File: config.mk
export PLATFORM = sky130hd
export DESIGN_NAME = elementwise_div_seq
export DESIGN_NICKNAME = d
export VERILOG_FILES = /design/src/rtl/elementwise_div_seq.sv
export SDC_FILE = /design/constraint.sdc
export NUM_CORES = 1
export LEC_CHECK = 0
export ABC_AREA = 1
export CELL_PAD_IN_SITES_DETAIL_PLACEMENT = 1
export CELL_PAD_IN_SITES_GLOBAL_PLACEMENT = 2
export CORE_UTILIZATION = 43
export DETAILED_ROUTE_END_ITERATION = 12
export DONT_BUFFER_PORTS = 1
export GPL_TIMING_DRIVEN = 0
export HOLD_SLACK_MARGIN = 0.08
export MAX_ROUTING_LAYER = met4
export PLACE_DENSITY = 0.92
export SYNTH_ARGS = -nofsm -noshare
export SYNTH_HDL_FRONTEND = slang
export SYNTH_SLANG_ARGS = --single-unit
File: constraint.sdc
create_clock -name clk -period 7.79 [get_ports clk]
set_input_delay 1.558 -clock clk [delete_from_list [all_inputs] [get_ports clk]]
set_output_delay 1.558 -clock clk [all_outputs]
set_load 0.02 [all_outputs]
File: src/rtl/elementwise_div_seq.sv
// rtl/elementwise_div_seq.sv - four-element sequential restoring divider
// One element at a time: LOAD, 2N shift-subtract ITER cycles, STORE; DONE pulses once.
module elementwise_div_seq #(
  parameter int N  = 8,
  parameter int CW = 8
) (
  input  logic              clk,
  input  logic              rst_n,
  input  logic              start,
  input  logic [4*2*N-1:0]  a,
  input  logic [4*N-1:0]    b,
  output logic [4*2*N-1:0]  quotient,
  output logic [4*N-1:0]    remainder,
  output logic [3:0]        div_zero,
  output logic              busy,
  output logic              pulse_seq,
  output logic [CW-1:0]     cycle_count_seq
);

  localparam int DW = 2 * N;
  localparam int IW = (DW > 1) ? $clog2(DW) : 1;

  typedef enum logic [2:0] {
    S_IDLE,
    S_LOAD,
    S_ITER,
    S_STORE,
    S_DONE
  } state_t;

  state_t              state_q, state_d;
  logic [4*DW-1:0]     a_q, a_d;
  logic [4*N-1:0]      b_q, b_d;
  logic [1:0]          idx_q, idx_d;
  logic [IW-1:0]       iter_q, iter_d;
  logic [N:0]          rem_q, rem_d;
  logic [DW-1:0]       dvd_q, dvd_d;
  logic [DW-1:0]       quo_q, quo_d;
  logic [4*DW-1:0]     quotient_q, quotient_d;
  logic [4*N-1:0]      remainder_q, remainder_d;
  logic [3:0]          div_zero_q, div_zero_d;
  logic [CW-1:0]       count_q, count_d;

  logic [DW-1:0]       cur_a;
  logic [N-1:0]        cur_b;
  logic [N:0]          r_shift;

  always_comb begin
    state_d     = state_q;
    a_d         = a_q;
    b_d         = b_q;
    idx_d       = idx_q;
    iter_d      = iter_q;
    rem_d       = rem_q;
    dvd_d       = dvd_q;
    quo_d       = quo_q;
    quotient_d  = quotient_q;
    remainder_d = remainder_q;
    div_zero_d  = div_zero_q;
    count_d     = count_q;

    cur_a   = a_q[idx_q*DW +: DW];
    cur_b   = b_q[idx_q*N +: N];
    r_shift = {rem_q[N-1:0], dvd_q[DW-1]};

    case (state_q)
      S_IDLE: begin
        if (start) begin
          state_d = S_LOAD;
          a_d     = a;
          b_d     = b;
          idx_d   = '0;
          count_d = '0;
        end
      end
      S_LOAD: begin
        rem_d   = '0;
        dvd_d   = cur_a;
        quo_d   = '0;
        iter_d  = '0;
        state_d = S_ITER;
      end
      S_ITER: begin
        dvd_d  = dvd_q << 1;
        iter_d = iter_q + IW'(1);
        if (r_shift >= {1'b0, cur_b}) begin
          rem_d = r_shift - {1'b0, cur_b};
          quo_d = {quo_q[DW-2:0], 1'b1};
        end else begin
          rem_d = r_shift;
          quo_d = {quo_q[DW-2:0], 1'b0};
        end
        if (iter_q == IW'(DW - 1)) begin
          state_d = S_STORE;
        end
      end
      S_STORE: begin
        // Zero divisor is stored explicitly so the result does not depend on loop artefacts.
        if (cur_b == '0) begin
          quotient_d[idx_q*DW +: DW] = '1;
          remainder_d[idx_q*N +: N]  = cur_a[N-1:0];
          div_zero_d[idx_q]          = 1'b1;
        end else begin
          quotient_d[idx_q*DW +: DW] = quo_q;
          remainder_d[idx_q*N +: N]  = rem_q[N-1:0];
          div_zero_d[idx_q]          = 1'b0;
        end
        idx_d   = idx_q + 2'd1;
        state_d = (idx_q == 2'd3) ? S_DONE : S_LOAD;
      end
      S_DONE: begin
        state_d = S_IDLE;
      end
      default: begin
        state_d = S_IDLE;
      end
    endcase

    if ((state_q == S_LOAD || state_q == S_ITER || state_q == S_STORE) && count_q != '1) begin
      count_d = count_q + CW'(1);
    end
  end

  always_ff @(posedge clk or negedge rst_n) begin
    if (!rst_n) begin
      state_q     <= S_IDLE;
      a_q         <= '0;
      b_q         <= '0;
      idx_q       <= '0;
      iter_q      <= '0;
      rem_q       <= '0;
      dvd_q       <= '0;
      quo_q       <= '0;
      quotient_q  <= '0;
      remainder_q <= '0;
      div_zero_q  <= '0;
      count_q     <= '0;
    end else begin
      state_q     <= state_d;
      a_q         <= a_d;
      b_q         <= b_d;
      idx_q       <= idx_d;
      iter_q      <= iter_d;
      rem_q       <= rem_d;
      dvd_q       <= dvd_d;
      quo_q       <= quo_d;
      quotient_q  <= quotient_d;
      remainder_q <= remainder_d;
      div_zero_q  <= div_zero_d;
      count_q     <= count_d;
    end
  end

  assign quotient        = quotient_q;
  assign remainder       = remainder_q;
  assign div_zero        = div_zero_q;
  assign busy            = (state_q != S_IDLE);
  assign pulse_seq       = (state_q == S_DONE);
  assign cycle_count_seq = count_q;

endmodule

======== Word level (Yosys, flattened, before mapping) ========
Cells that the tools add are included.
Widths: inputs -> output; s select.
cells by class
  reductions and logical operators ........ 15
  multiplexer cells ....................... 24
  order comparisons ....................... 3
  bitwise logic cells ..................... 3
  shift-type cells ........................ 8
  eq/ne operators ......................... 9
  add/sub/neg operators ................... 6
operator list
  operator                   number
  $bwmux 64                  2
  $shiftx 8x34->32           2
  $bwmux 32                  2
  $mux 64                    1
  $pmux 16 s2                2
  $shift 16x34->64 const A   1
  $shiftx 16x34->64          1
  $shiftx 16x34->64 const A  1
  $shiftx 64x7->16           1
  $neg 5->34                 1
  $neg 6->34                 1
  $shift 8x34->32 const A    1
  $mux 32                    1
  $mux 8                     4
  $shiftx 32x6->8            1
  $pmux 8 s2                 1
  $pmux 3 s4                 1
  $ge 9x8->1                 1
  $mux 3                     3
  $add 8x1->8 const B        1
  $logic_not 8->1            1
  $ne 8x8->1 const B         1
  $pmux 4 s2                 1
  $reduce_and 2->1           4
  other kinds (24)           32
storage, ports and cells
  register bits ........................... 253
  logic and storage cells ................. 80
  output and inout port bits .............. 110

======== Depth between registers and ports, before layout ========
Gate-level depths: netlist (run 1).
  word-level depth ........................ 7
  depth in mapped cells ................... 19
  gate-level depth less buffers ........... 17

======== Worst setup path before layout (run 1) ========
Ideal clock, no wire load.
  path kind ............................... input port to flip-flop
  from .................................... input start
  to ...................................... register a_q[33]
  stages on the path ...................... 4
  path slack .............................. 5.269 ns
  data required time ...................... 7.665 ns
  data arrival time ....................... 2.397 ns
  setup time .............................. 0.125 ns
  path through ............................ nand2_1 buf_2 buf_4 mux2_2
on the way
  longest elaborated chain between the ends .. 1
RTL lines
  element                            RTL line  RTL
  start: declaration                 9         input logic start,
  $reduce_and 2->1 (no source line)  n/a
  end signal: assignment             127       a_q <= '0;
  end signal: assignment             140       a_q <= a_d;
  end: declaration                   32        logic [4*DW-1:0] a_q, a_d;
No other way between the ends.
A chain may end at the register's enable or synchronous reset.

======== Worst setup path after layout (run 1) ========
  from .................................... register idx_q[0]
  to ...................................... register quotient_q[42], in the netlist quotient[42]
on the way
  longest elaborated chain between the ends .. 4
RTL lines
  element                                          RTL line  RTL
  start: declaration                               34        logic [1:0] idx_q, idx_d;
  start signal: assignment                         142       idx_q <= idx_d;
  $neg 6->34                                       100, 104
  $shiftx 16x34->64, or another cell as far along  104       quotient_d[idx_q*DW +: DW] = quo_q;
  $bwmux 64, on equally long branches              104, 100
  $mux 64 *                                        99        if (cur_b == '0) begin
  end signal: assignment                           147       quotient_q <= quotient_d;
  end: declaration                                 39        logic [4*DW-1:0] quotient_q, quotient_d;
Every way passes the cells marked *; elsewhere a longest branch is shown, timed or not.

==> impl_metrics.ini, run 1 <==
[critical_path]
worstPathRequired_ns = 8.27
critical_path_class = flop to flop
critPathCaptureType = flop
crit_path_start_kind = flop
cp_max_fo = 12
cp.arrival_ns = 4.15

[logic_synthesis]
synth.distinct_cells = 44
syn_area_mm2 = 0.0120
synth.avg_cell_area_um2 = 9.64
syn_nets = 1363
yosysWarningCount = 0
yosysSeqAreaShare = 0.527
synth-seq-cells = 253
async_flop_share = 1.00
syn_inst = 1247
synth-edff-count = 0
ys.flop_type = dfrtp_1

[timing]
slew_viol_final = 0
fmax_ghz = 0.272
grt_setup_unrepaired = false
finalSetupTns_ns = 0
worst_pin_slew_ns = 0.690
fin_crit_sh = 0.472
hold_violations = 0
setup_viol = 0
fin_worst_skew_ns = 0.0167
period_needed_ns = 3.68
hold_slack_ns = 0.487
setup_ws_ns = 4.11
max-slew-margin-rel = 0.540

[global_routing]
grt_pass1_wl_um = 57600
grt_pass1_vias = 9830
antenna_found_initial = 5
grt_max_degree = 254
overflow = 0
track_usage = 0.268

[finish]
final_common_cell = nand2_1
fill_cells = 3127
final_nets = 1393
area_growth_pct = 11.5
multi_input_area_mm2 = 0.00500
final_cell_mix = nand2_1, dfrtp_1, nand3_1, mux2_2, inv_1
seqCellArea_mm2 = 0.00633
layout-drive-gt1-share = 0.172

[route]
drt_iter0_markers = 645
firstDrtPassIters = 4
wl_um = 36700
viasPerCell = 5.61
vias = 9392
wire_per_inst_um = 21.9
ant_nets = 0
drc_errors = 0

[clock_network]
post_cts_buffers = 0
root_buffer = clkbuf_16
cts_max_path_buffers = 3
cts_buffers = 28
worstSkewPairLatency_ns = 0.55
cts_tree = yes
holdBufCountCts = 0
clock-sinks = 253
path_clk_slew_ns = 0.06
cts_resized = 0
cts_max_level = 1

[floorplan]
die_w_um = 169
dieArea_mm2 = 0.0286
die-height_um = 169
coreArea_mm2 = 0.0272
start_util = 0.442
row_count = 60
io_pins = 209

[power_and_ir_drop]
p_leak_nw = 6.43
ir_worst_vdd_mv = 0.209
power.density_mw_per_mm2 = 477
finalPower_mw = 6.40

[run]
maxCapViolCount = 0

[place]
routabilityCongestion = 0.871
pre_cts_slack_ns = 4.17
port-buffer-count = 0
dpl.hpwl_um = 26900

[min_path]
hp-class = flop to flop

[run_status]
outcome = finished, final reports clean
## area by class of cell
| type | count | area share |
|---|---|---|
| flip-flops and latches | 253 | 0.472 |
| plain buffers | 73 | 0.0274 |
| multi-input cells | 836 | 0.373 |
| clock buffers | 47 | 0.0644 |
| well taps | 372 | 0.0347 |
| clock inverters | 3 | 0.00299 |
| diodes | 6 | 0.00112 |
| inverters | 85 | 0.0238 |
## routing by layer
metal  wire [µm]  vias up  GRT usage
met2       16900      277      0.417
li1            -     4328          -
met4         700        0     0.0544
met5           0        -          -
met1       15700     4737      0.345
met3        3300       50     0.0828
## synthesized netlist by cell type (all sizes together), types with 2 or more instances
| cell type | number | area share |
|---|---|---|
| nor3 | 4 | 0.0030 |
| nand2 | 316 | 0.10 |
| o211ai | 7 | 0.0044 |
| dfrtp | 253 | 0.53 |
| a21oi | 44 | 0.018 |
| xor2 | 3 | 0.0022 |
| mux2 | 96 | 0.090 |
| xnor2 | 2 | 0.0015 |
| or2 | 2 | 0.0010 |
| o21ai | 34 | 0.014 |
| nand4 | 10 | 0.0052 |
| a2bb2oi | 35 | 0.036 |
| nor2 | 48 | 0.018 |
| buf | 45 | 0.022 |
| nand3 | 145 | 0.061 |
| a31oi | 12 | 0.0062 |
| a22oi | 17 | 0.011 |
| o22ai | 23 | 0.012 |
| clkbuf | 28 | 0.0087 |
| o221a | 3 | 0.0028 |
| a32oi | 11 | 0.0080 |
| inv | 84 | 0.026 |
| ha | 16 | 0.017 |
## final timing paths
check / from / cells past startpoint / slack, ns / end
worst min register to register: iter_q[3] / 1 / 0.49 / iter_q[3]
worst max-delay path: idx_q[0] / 12 / 4.11 / quotient[42]
max in group asynchronous: rst_n / 0 / 6.71 / b_q[7]
worst max register to register: idx_q[0] / 12 / 4.11 / quotient[42]
min in group asynchronous: rst_n / 0 / 0.71 / quotient[26]
worst min-delay path: iter_q[3] / 1 / 0.49 / iter_q[3]
## registers in the layout, indices dropped and copies added, names as in the netlist, named ones only
register and count:
a_q 64, b_q 32, cycle_count_seq 8, dvd_q 16, idx_q 2, iter_q 4
quo_q 16, quotient 64, rem_q 8, remainder 32, state_q 3
## per-stage QoR
stage / cells / instance area [µm²] / util
finish: 1675 / 13400 / 0.493
global route: 1674 / 13400 / 0.493
CTS: 1669 / 13400 / 0.493
detailed placement: 1619 / 12500 / 0.459
global placement: 1619 / 12500 / 0.459
floorplan: 1247 / 12000 / -
## cell families after synthesis
kind of cell,after synthesis,share of synthesized area
AO/OA/AOI/OAI,191,0.116
XOR/XNOR,5,0.00364
adder cells (fa/ha/maj),17,0.0183
buffers and inverters,158,0.0572
flip-flops,253,0.527
multiplexers,96,0.0899
AND/OR/NAND/NOR,527,0.188
## worst max-delay path: stages (launching register included)
cell and delay (ns):
dfrtp_1 0.50, buf_4 0.23, inv_2 0.13, buf_2 0.28
clkbuf_1 0.55, ha_1 0.46, inv_1 0.14, nor2_2 0.31
nand2_1 0.16, inv_2 0.15, clkbuf_1 0.36, a21oi_1 0.17
a2bb2oi_2 0.15
## power by group
part | switching, mW | internal [mW]
Combinational | 1.58 | 0.995
Clock | 0.529 | 0.779
Sequential | 0.665 | 1.85
Note: power is estimated with default switching activity, not from simulation.
==> inputs of run 2 (changes only) <==
--- a/config.mk
+++ b/config.mk
@@ -8,13 +8,13 @@
 export ABC_AREA = 1
 export CELL_PAD_IN_SITES_DETAIL_PLACEMENT = 1
 export CELL_PAD_IN_SITES_GLOBAL_PLACEMENT = 2
-export CORE_UTILIZATION = 43
+export CORE_UTILIZATION = 36
 export DETAILED_ROUTE_END_ITERATION = 12
 export DONT_BUFFER_PORTS = 1
 export GPL_TIMING_DRIVEN = 0
 export HOLD_SLACK_MARGIN = 0.08
 export MAX_ROUTING_LAYER = met4
-export PLACE_DENSITY = 0.92
+export PLACE_DENSITY = 0.83
 export SYNTH_ARGS = -nofsm -noshare
 export SYNTH_HDL_FRONTEND = slang
 export SYNTH_SLANG_ARGS = --single-unit
==> constraint.sdc (replaced) <==
create_clock -name clk -period 3 [get_ports clk]
set_input_delay 0.6 -clock clk [delete_from_list [all_inputs] [get_ports clk]]
set_output_delay 0.6 -clock clk [all_outputs]
set_load 0.02 [all_outputs]
==> impl_metrics.ini, run 2 (same netlist as run 1, synthesis figures left out) <==
[run_status]
outcome = finished, violations left
violations = negative hold slack

[clock_network]
cts_max_path_buffers = 3
root_buffer = clkbuf_16
cts_buffers = 30
clock-sinks = 253
cts_tree = yes
cts_max_level = 1
path_clk_slew_ns = 0.06
worstSkewPairLatency_ns = 0.57

[timing]
hold_slack_ns = -0.259
grt_setup_unrepaired = false
fin_crit_sh = 0.950
period_needed_ns = 2.85
fmax_ghz = 0.351
worst_pin_slew_ns = 0.726
setup_viol = 0
hold_violations = 253
fin_worst_skew_ns = 0.0118
max-slew-margin-rel = 0.512
slew_viol_final = 0

[critical_path]
worstPathRequired_ns = 3.49
r2r_cells = 12
crit_path_start_kind = flop
cpPeakStageDelay_ns = 0.42
critical_path_class = flop to flop
cp.arrival_ns = 3.34
cpMaxStageDelayCell = dfrtp_1
path_cells = clkbuf_4, inv_2, buf_4, clkbuf_4, ha_4, inv_1, nor2_4, nand2_1, inv_2, clkbuf_2, a21oi_1, a2bb2oi_2
cp_max_fo = 12
critPathCaptureType = flop

[finish]
final_cell_mix = nand2_1, dfrtp_1, nand3_1, mux2_2, inv_1
final_nets = 1398
layout-drive-gt1-share = 0.185
stdcell_count = 1754
design_area_mm2 = 0.0137
area_growth_pct = 13.8
fill_cells = 3745
final_common_cell = nand2_1

[power_and_ir_drop]
pwr-share-clk = 0.214
ir_worst_vdd_mv = 0.676
p_leak_nw = 6.52
p_int_mw = 9.73
swShare = 0.431
power_frac_comb = 0.405
pwr-share-seq = 0.381
power.switching_mw = 7.37
power.density_mw_per_mm2 = 1250

[route]
wl_um = 38500
drc_errors = 0
viasPerCell = 5.34
drt_iter0_markers = 558
ant_nets = 0
vias = 9361
firstDrtPassIters = 4
wire_per_inst_um = 21.9

[global_routing]
grt_pass1_vias = 9820
track_usage = 0.237
grt_max_degree = 254
antenna_found_initial = 9
overflow = 0
grt_pass1_wl_um = 59700

[floorplan]
io_pins = 209
coreArea_mm2 = 0.0327
start_util = 0.368
row_count = 66
die_w_um = 185
dieArea_mm2 = 0.0341
die-height_um = 185

[place]
placed_area_mm2 = 0.0126
dpl.hpwl_um = 27900
routabilityCongestion = 0.856
port-buffer-count = 0
place_inst = 1689

[run]
maxCapViolCount = 0

[min_path]
hp-class = input pin to async pin
run 2: cell count changes in the layout (fill, tap and decap cells not counted), moves of 2 or more:
cell / previous run / this run
buf_4: 6 / 9
clkbuf_2: 0 / 2
clkbuf_16: 29 / 31
clkbuf_4: 0 / 3
diode_2: 6 / 9
clkbuf_1: 39 / 31
clkinv_2: 2 / 4
buf_2: 33 / 31
run 2: power groups by stage:
stage	logic, mW	registers, mW	clock network [mW]
floorplan	5.04	6.11	0
global placement	6.57	6.52	0
detailed placement	6.75	6.58	0
CTS	6.88	6.52	3.75
global route	7.74	6.72	3.89
finish	6.92	6.51	3.67
run 2: per-stage QoR:
step,hold slack (ns),utilization,setup TNS [ns],setup WS [ns],total power [mW]
after floorplan,0.304,-,0,0.526,11.2
after global placement,0.319,0.384,-18.09,-0.560,13.1
after detailed placement,0.315,0.384,-22.01,-0.624,13.3
after CTS,-0.283,0.416,0,0.00202,17.1
after global routing,-0.286,0.418,0,0.00902,18.3
final,-0.259,0.418,0,0.150,17.1
run 2: final cells by class:
type                       instances  area (µm²)  share of cell area
sequential                       253        6330               0.463
multi-input combinational        836        5030               0.368
clock buffer                      47         916              0.0669
tap                              442         553              0.0404
buffer                            72         383              0.0280
inverter                          85         319              0.0233
clock inverter                     6        80.1             0.00585
timing repair buffer               4        42.5             0.00311
antenna                            9        22.5             0.00165
run 2: per-layer routing:
layer	GRT usage	share of wire
met1	0.311	0.45
met2	0.357	0.44
met3	0.0798	0.088
met4	0.0450	0.016
met5	-	0
run 2: repair_timing:
| item | in CTS | in global routing |
|---|---|---|
| setup buffers | 1 | 3 |
| hold endpoints to repair | 253 | 253 |
| pin swaps | 2 | 1 |
| cloned | 0 | 0 |
| setup endpoints to repair | 78 | 62 |
| gates resized for setup | 9 | 9 |
run 2: worst max-delay path, delay by kind of cell, from the launching register on:
| family | cells | cell delay (ns) |
|---|---|---|
| simple gates | 2 | 0.34 |
| compound gates | 2 | 0.30 |
| flops | 1 | 0.42 |
| fa+ha+maj | 1 | 0.38 |
| buf+inv | 7 | 1.32 |
run 2: final timing paths:
kind,startpoint,endpoint,slack (ns)
max,idx_q[1],quotient[44],0.15
min,rst_n,quotient[23],-0.26
max reg2reg,idx_q[1],quotient[44],0.15
min reg2reg,iter_q[3],iter_q[3],0.48
max in group asynchronous,rst_n,remainder[16],2.65
min in group clk,a[41],a_q[41],0.18
